==> config.mk <==
export PLATFORM = sky130hd
export DESIGN_NAME = soc_periph_router
export DESIGN_NICKNAME = d
export VERILOG_FILES = /design/src/rtl/soc_periph_router.sv
export SDC_FILE = /design/constraint.sdc
export NUM_CORES = 1
export LEC_CHECK = 0
export CORE_AREA = 10 10 408 410
export CTS_BUF_LIST = sky130_fd_sc_hd__clkbuf_16
export CTS_CLUSTER_DIAMETER = 80
export DETAILED_ROUTE_END_ITERATION = 10
export DIE_AREA = 0 0 418 420
export GPL_ROUTABILITY_DRIVEN = 1
export GPL_TIMING_DRIVEN = 0
export HOLD_SLACK_MARGIN = 0.05
export PLACE_DENSITY = 0.3
export SLEW_MARGIN = 20
export SYNTH_ARGS = -nofsm -noshare
export SYNTH_HDL_FRONTEND = slang
export SYNTH_SLANG_ARGS = --single-unit
==> constraint.sdc <==
create_clock -name clk_i -period 13.5 [get_ports clk_i]
set_input_delay 3.375 -clock clk_i [delete_from_list [all_inputs] [get_ports clk_i]]
set_output_delay 3.375 -clock clk_i [all_outputs]
set_load 0.03 [all_outputs]
==> src/rtl/soc_periph_router.sv <==
// Single-outstanding request router from the SoC master port to the fixed peripheral set.
// Unmapped addresses and stalled accesses are answered locally with an error response.
module soc_periph_router #(
  parameter int NumSlaves     = 11,
  parameter int AddrWidth     = 64,
  parameter int DataWidth     = 64,
  parameter int TimeoutCycles = 1024
) (
  input  logic                           clk_i,
  input  logic                           rst_i,
  input  logic                           req_i,
  input  logic                           we_i,
  input  logic [AddrWidth-1:0]           addr_i,
  input  logic [DataWidth-1:0]           wdata_i,
  input  logic [DataWidth/8-1:0]         be_i,
  output logic                           gnt_o,
  output logic                           rvalid_o,
  output logic [DataWidth-1:0]           rdata_o,
  output logic                           err_o,
  output logic [NumSlaves-1:0]           slv_req_o,
  output logic                           slv_we_o,
  output logic [AddrWidth-1:0]           slv_addr_o,
  output logic [DataWidth-1:0]           slv_wdata_o,
  output logic [DataWidth/8-1:0]         slv_be_o,
  input  logic [NumSlaves-1:0]           slv_gnt_i,
  input  logic [NumSlaves-1:0]           slv_rvalid_i,
  input  logic [NumSlaves*DataWidth-1:0] slv_rdata_i
);

  localparam int IdxW = $clog2(NumSlaves);
  localparam int CntW = (TimeoutCycles > 2) ? $clog2(TimeoutCycles) : 1;

  // Index order matches the SoC slave enum: CLIC, DRAM, GPIO, Eth, SPI, Timer, UART, PLIC, CLINT, ROM, Debug.
  localparam logic [AddrWidth-1:0] MAP_BASE [NumSlaves] = '{
    64'h0000_0000_5000_0000, 64'h0000_0000_8000_0000, 64'h0000_0000_4000_0000,
    64'h0000_0000_3000_0000, 64'h0000_0000_2000_0000, 64'h0000_0000_1800_0000,
    64'h0000_0000_1000_0000, 64'h0000_0000_0C00_0000, 64'h0000_0000_0200_0000,
    64'h0000_0000_0001_0000, 64'h0000_0000_0000_0000
  };
  localparam logic [AddrWidth-1:0] MAP_LEN [NumSlaves] = '{
    64'h0000_0000_03FF_FFFF, 64'h0000_0000_4000_0000, 64'h0000_0000_0000_1000,
    64'h0000_0000_0001_0000, 64'h0000_0000_0080_0000, 64'h0000_0000_0000_1000,
    64'h0000_0000_0000_1000, 64'h0000_0000_03FF_FFFF, 64'h0000_0000_000C_0000,
    64'h0000_0000_0001_0000, 64'h0000_0000_0000_1000
  };

  typedef enum logic [1:0] {
    S_IDLE = 2'd0,
    S_REQ  = 2'd1,
    S_RSP  = 2'd2,
    S_ERR  = 2'd3
  } state_t;

  // Returns {hit, index}; the upper bound is computed one bit wider so base+len never wraps.
  function automatic logic [IdxW:0] decode(input logic [AddrWidth-1:0] a);
    logic            hit;
    logic [IdxW-1:0] idx;
    hit = 1'b0;
    idx = '0;
    for (int i = 0; i < NumSlaves; i++) begin
      if ((a >= MAP_BASE[i]) &&
          ({1'b0, a} < ({1'b0, MAP_BASE[i]} + {1'b0, MAP_LEN[i]}))) begin
        hit = 1'b1;
        idx = IdxW'(i);
      end
    end
    return {hit, idx};
  endfunction

  state_t                  r_state;
  state_t                  w_state_nxt;
  logic [IdxW-1:0]         r_idx;
  logic [CntW-1:0]         r_cnt;
  logic                    r_we;
  logic [AddrWidth-1:0]    r_addr;
  logic [DataWidth-1:0]    r_wdata;
  logic [DataWidth/8-1:0]  r_be;
  logic                    r_rvalid;
  logic                    r_err;
  logic [DataWidth-1:0]    r_rdata;

  logic [IdxW:0]           w_dec;
  logic                    w_hit;
  logic                    w_gnt;
  logic                    w_timeout;
  logic                    w_rsp_ok;
  logic                    w_rsp_err;
  logic [DataWidth-1:0]    w_slice;

  assign w_dec     = decode(addr_i);
  assign w_hit     = w_dec[IdxW];
  assign w_gnt     = ~rst_i & (r_state == S_IDLE) & req_i;
  assign w_timeout = (r_cnt == CntW'(TimeoutCycles - 1));
  assign w_slice   = slv_rdata_i[r_idx*DataWidth +: DataWidth];

  assign gnt_o       = w_gnt;
  assign rvalid_o    = r_rvalid;
  assign rdata_o     = r_rdata;
  assign err_o       = r_err;
  assign slv_we_o    = r_we;
  assign slv_addr_o  = r_addr;
  assign slv_wdata_o = r_wdata;
  assign slv_be_o    = r_be;
  assign slv_req_o   = (r_state == S_REQ) ? (NumSlaves'(1) << r_idx) : '0;

  // State register.
  always_ff @(posedge clk_i or posedge rst_i) begin
    if (rst_i) begin
      r_state <= S_IDLE;
    end else begin
      r_state <= w_state_nxt;
    end
  end

  // Next-state logic; a real response in the expiry cycle takes priority over the timeout.
  always_comb begin
    w_state_nxt = r_state;
    w_rsp_ok    = 1'b0;
    w_rsp_err   = 1'b0;
    case (r_state)
      S_IDLE: begin
        if (w_gnt) begin
          w_state_nxt = w_hit ? S_REQ : S_ERR;
        end else begin
          w_state_nxt = S_IDLE;
        end
      end
      S_REQ: begin
        if (w_timeout) begin
          w_state_nxt = S_IDLE;
          w_rsp_err   = 1'b1;
        end else if (slv_gnt_i[r_idx]) begin
          w_state_nxt = S_RSP;
        end else begin
          w_state_nxt = S_REQ;
        end
      end
      S_RSP: begin
        if (slv_rvalid_i[r_idx]) begin
          w_state_nxt = S_IDLE;
          w_rsp_ok    = 1'b1;
        end else if (w_timeout) begin
          w_state_nxt = S_IDLE;
          w_rsp_err   = 1'b1;
        end else begin
          w_state_nxt = S_RSP;
        end
      end
      S_ERR: begin
        w_state_nxt = S_IDLE;
        w_rsp_err   = 1'b1;
      end
      default: begin
        w_state_nxt = S_IDLE;
      end
    endcase
  end

  // Request capture and timeout counter.
  always_ff @(posedge clk_i or posedge rst_i) begin
    if (rst_i) begin
      r_we    <= 1'b0;
      r_addr  <= '0;
      r_wdata <= '0;
      r_be    <= '0;
      r_idx   <= '0;
      r_cnt   <= '0;
    end else if (w_gnt) begin
      r_we    <= we_i;
      r_addr  <= addr_i;
      r_wdata <= wdata_i;
      r_be    <= be_i;
      r_idx   <= w_dec[IdxW-1:0];
      r_cnt   <= '0;
    end else if ((r_state == S_REQ) || (r_state == S_RSP)) begin
      r_cnt   <= r_cnt + CntW'(1);
    end else begin
      r_cnt   <= r_cnt;
    end
  end

  // Registered upstream response.
  always_ff @(posedge clk_i or posedge rst_i) begin
    if (rst_i) begin
      r_rvalid <= 1'b0;
      r_err    <= 1'b0;
      r_rdata  <= '0;
    end else begin
      r_rvalid <= w_rsp_ok | w_rsp_err;
      r_err    <= w_rsp_err;
      r_rdata  <= (w_rsp_ok && !r_we) ? w_slice : '0;
    end
  end

endmodule
==> run summary <==
initial core utilization = 8.92%
remaining antenna violation count = 0
max cap viols = 0
Max FO, Critical Path = 21
antenna violations before repair = 89
post-route setup slack = 2410 ps
DP HPWL = 131 mm
vias in the first global route = 18400
Core ar. = 158000 um2
drt first pass iters = 5
Post-Layout Inst Area = 29100 um2
reg2reg setup slack = 9890 ps
CTS tree = done
final setup vio count = 0
Layout area overhead = 107%
area of the multi-input gates = 7980 um2
Pwr per Cell Area = 123 nW/um2
DP Worst Slack = 2030 ps
max_slew headroom = 29.2%
wire per inst = 31.7 um
met3 routed wirelength = 11.8 mm
worst reg2reg startpoint = r_idx[0]
Die Ht = 420 um
Vias/cell = 3.58
total length of routed wires = 150 mm
status = finished, final reports clean
Hold Startpoint = slv_addr_o[51]
Final Wtd Congestion = 0.849
Post-synth EDFFs = 0
CTS-repair resized insts = 0
Clock transition at path regs = 60 ps
clk sink count = 219
Synth Cell Area = 14100 um2
peak supply drop = 0.0825 mV
Top Metal Used = met5
total track usage = 16.3%
first-pass GRT wire length = 191 mm
Ports = 1081
share of layout cells above drive strength 1 = 10.3%
FF-to-FF End = rdata_o[50]
Worst EP required = 10120 ps
synth warn = 0
most frequent cells in the layout = clkdlybuf4s50_1, nand2_1, dfrtp_1, nor2_1, mux4_2
register area share after synthesis = 38.9%
Filler cells = 17700
H-tree levels = 2
Synth Instances = 1498
total CTS buffers = 43
hold_ws = 470 ps
FF+latch area = 5480 um2
Max Root-Sink Buffers = 3
detailed-route via count = 17000
most common cell after layout, fill and taps aside = clkdlybuf4s50_1
Util after Layout = 18.4%
initial DRC count = 899
cell row count = 146
cts hold-fix bufs = 0
RSZ-0062 raised after global routing = false
largest net degree at the start of global routing = 29
min cycle time layout = 11090 ps
final-stage net count = 3503
hold path cells = 2
Unique masters post-synth = 49
clock root buffer = clkbuf_16
Startpoint Class = primary input
Worst EP arrival = 7710 ps
DRC violations left = 0
worst-margin pin slew = 1060 ps
fmax = 0.0902 GHz
post-CTS setup buffer count = 0
worst hold path type = reg -> reg
WL met2 = 84.6 mm
final-report hold violation count = 0
clock skew = 34.2 ps
total power = 3.58 mW
die area = 176000 um2
Post-Syn Nets = 2370
CP Class = in -> out
Worst Hold End = slv_addr_o[51]
die width = 418 um
Max Transition Viols Final = 0
Most used DFF post-synth = dfrtp_1
number of synthesized register bits = 219
IO Port Bufs = 1078
Synth async-reset ratio = 100%
post-route clock period utilization = 82.1%
Post-Syn Area per Cell = 9.40 um2
dpl cell area = 27700 um2
CP Capture Type = primary output
Worst-Skew Late Latency = 620 ps
global route overflow = 0
Pleak = 11.1 nW
DRT met1 WL = 52.0 mm
R2R depth = 10
## per-stage QoR
stage	setup TNS (ps)	std cells
2_1_floorplan	0	1498
3_3_place_gp	-95640	4648
3_5_place_dp	0	4658
4_1_cts	0	4734
5_1_grt	0	4736
6_report	0	4742
## cell usage after synthesis (2+ instances only)
library cell	number	share of area, %
a211oi_1	65	3.5
a21oi_1	125	4.4
a31oi_1	2	0.089
and2_1	2	0.089
and3_1	2	0.089
buf_1	5	0.13
buf_2	37	1.3
buf_4	10	0.53
buf_6	7	0.56
clkbuf_1	65	1.7
dfrtp_1	219	39
ha_1	6	0.53
inv_1	6	0.16
mux2i_1	68	4.8
mux4_2	131	21
nand2_1	435	12
nand2b_1	2	0.089
nand3_1	19	0.68
nand4_1	14	0.62
nor2_1	210	5.6
nor2b_1	4	0.18
nor3_1	7	0.25
nor4_1	15	0.67
nor4b_1	3	0.19
o21ai_0	5	0.18
o31ai_1	2	0.11
o41ai_1	3	0.19
xnor2_1	3	0.19
xor2_1	6	0.37
## cells by family after synthesis
family	synth area share [%]
muxes	25.9
xor gates and xnor gates	0.560
buffers and inverters	4.46
adders and majority gates	0.533
DFF	38.9
AOI/OAI and AO/OA	9.22
and+or+nand+nor	20.5
## worst max path at each step
stage,start,end,depth (start not counted)
floorplan,rst_i,gnt_o,5
global placement,rst_i,gnt_o,7
finish,rst_i,gnt_o,10
detailed placement,rst_i,gnt_o,10
global route,rst_i,gnt_o,10
CTS,rst_i,gnt_o,10
## cell type report
cell class / instances / area share, %
diodes: 8 / 0.0688
plain buffers: 124 / 2.10
clock buffers: 43 / 3.70
clock inverters: 33 / 1.04
inverters: 7 / 0.103
multi-input cells: 1148 / 27.4
flip-flops and latches: 219 / 18.8
well taps: 2072 / 8.91
repair buffers: 1088 / 37.8
## worst max-delay path, cell delays in order
cell and delay [ps]:
clkdlybuf4s50_1 440, clkinvlp_4 310, buf_12 240, buf_12 200, buf_12 190, nand3_1 520, inv_2 390, clkbuf_1 600
clkbuf_1 510, clkdlybuf4s50_1 880
## where the power goes
part | internal [mW] | switching (mW) | leakage (nW)
Sequential | 0.847 | 0.102 | 2.83
Combinational | 0.668 | 0.868 | 7.55
Clock | 0.644 | 0.449 | 0.688
## state kept, by name, indices dropped and copies added, names as in the netlist
name	flops
rdata_o	64
slv_addr_o	64
slv_wdata_o	64
r_cnt	10
slv_be_o	8
r_idx	4
r_state	2
err_o	1
rvalid_o	1
slv_we_o	1
## layer usage
layer / track usage, % / vias to the layer above
met4: 1.64 / 74
met5: 0 / -
met3: 5.76 / 189
li1: - / 7605
met1: 16.6 / 8457
met2: 32.5 / 637
Note: power is estimated with default switching activity, not from simulation.
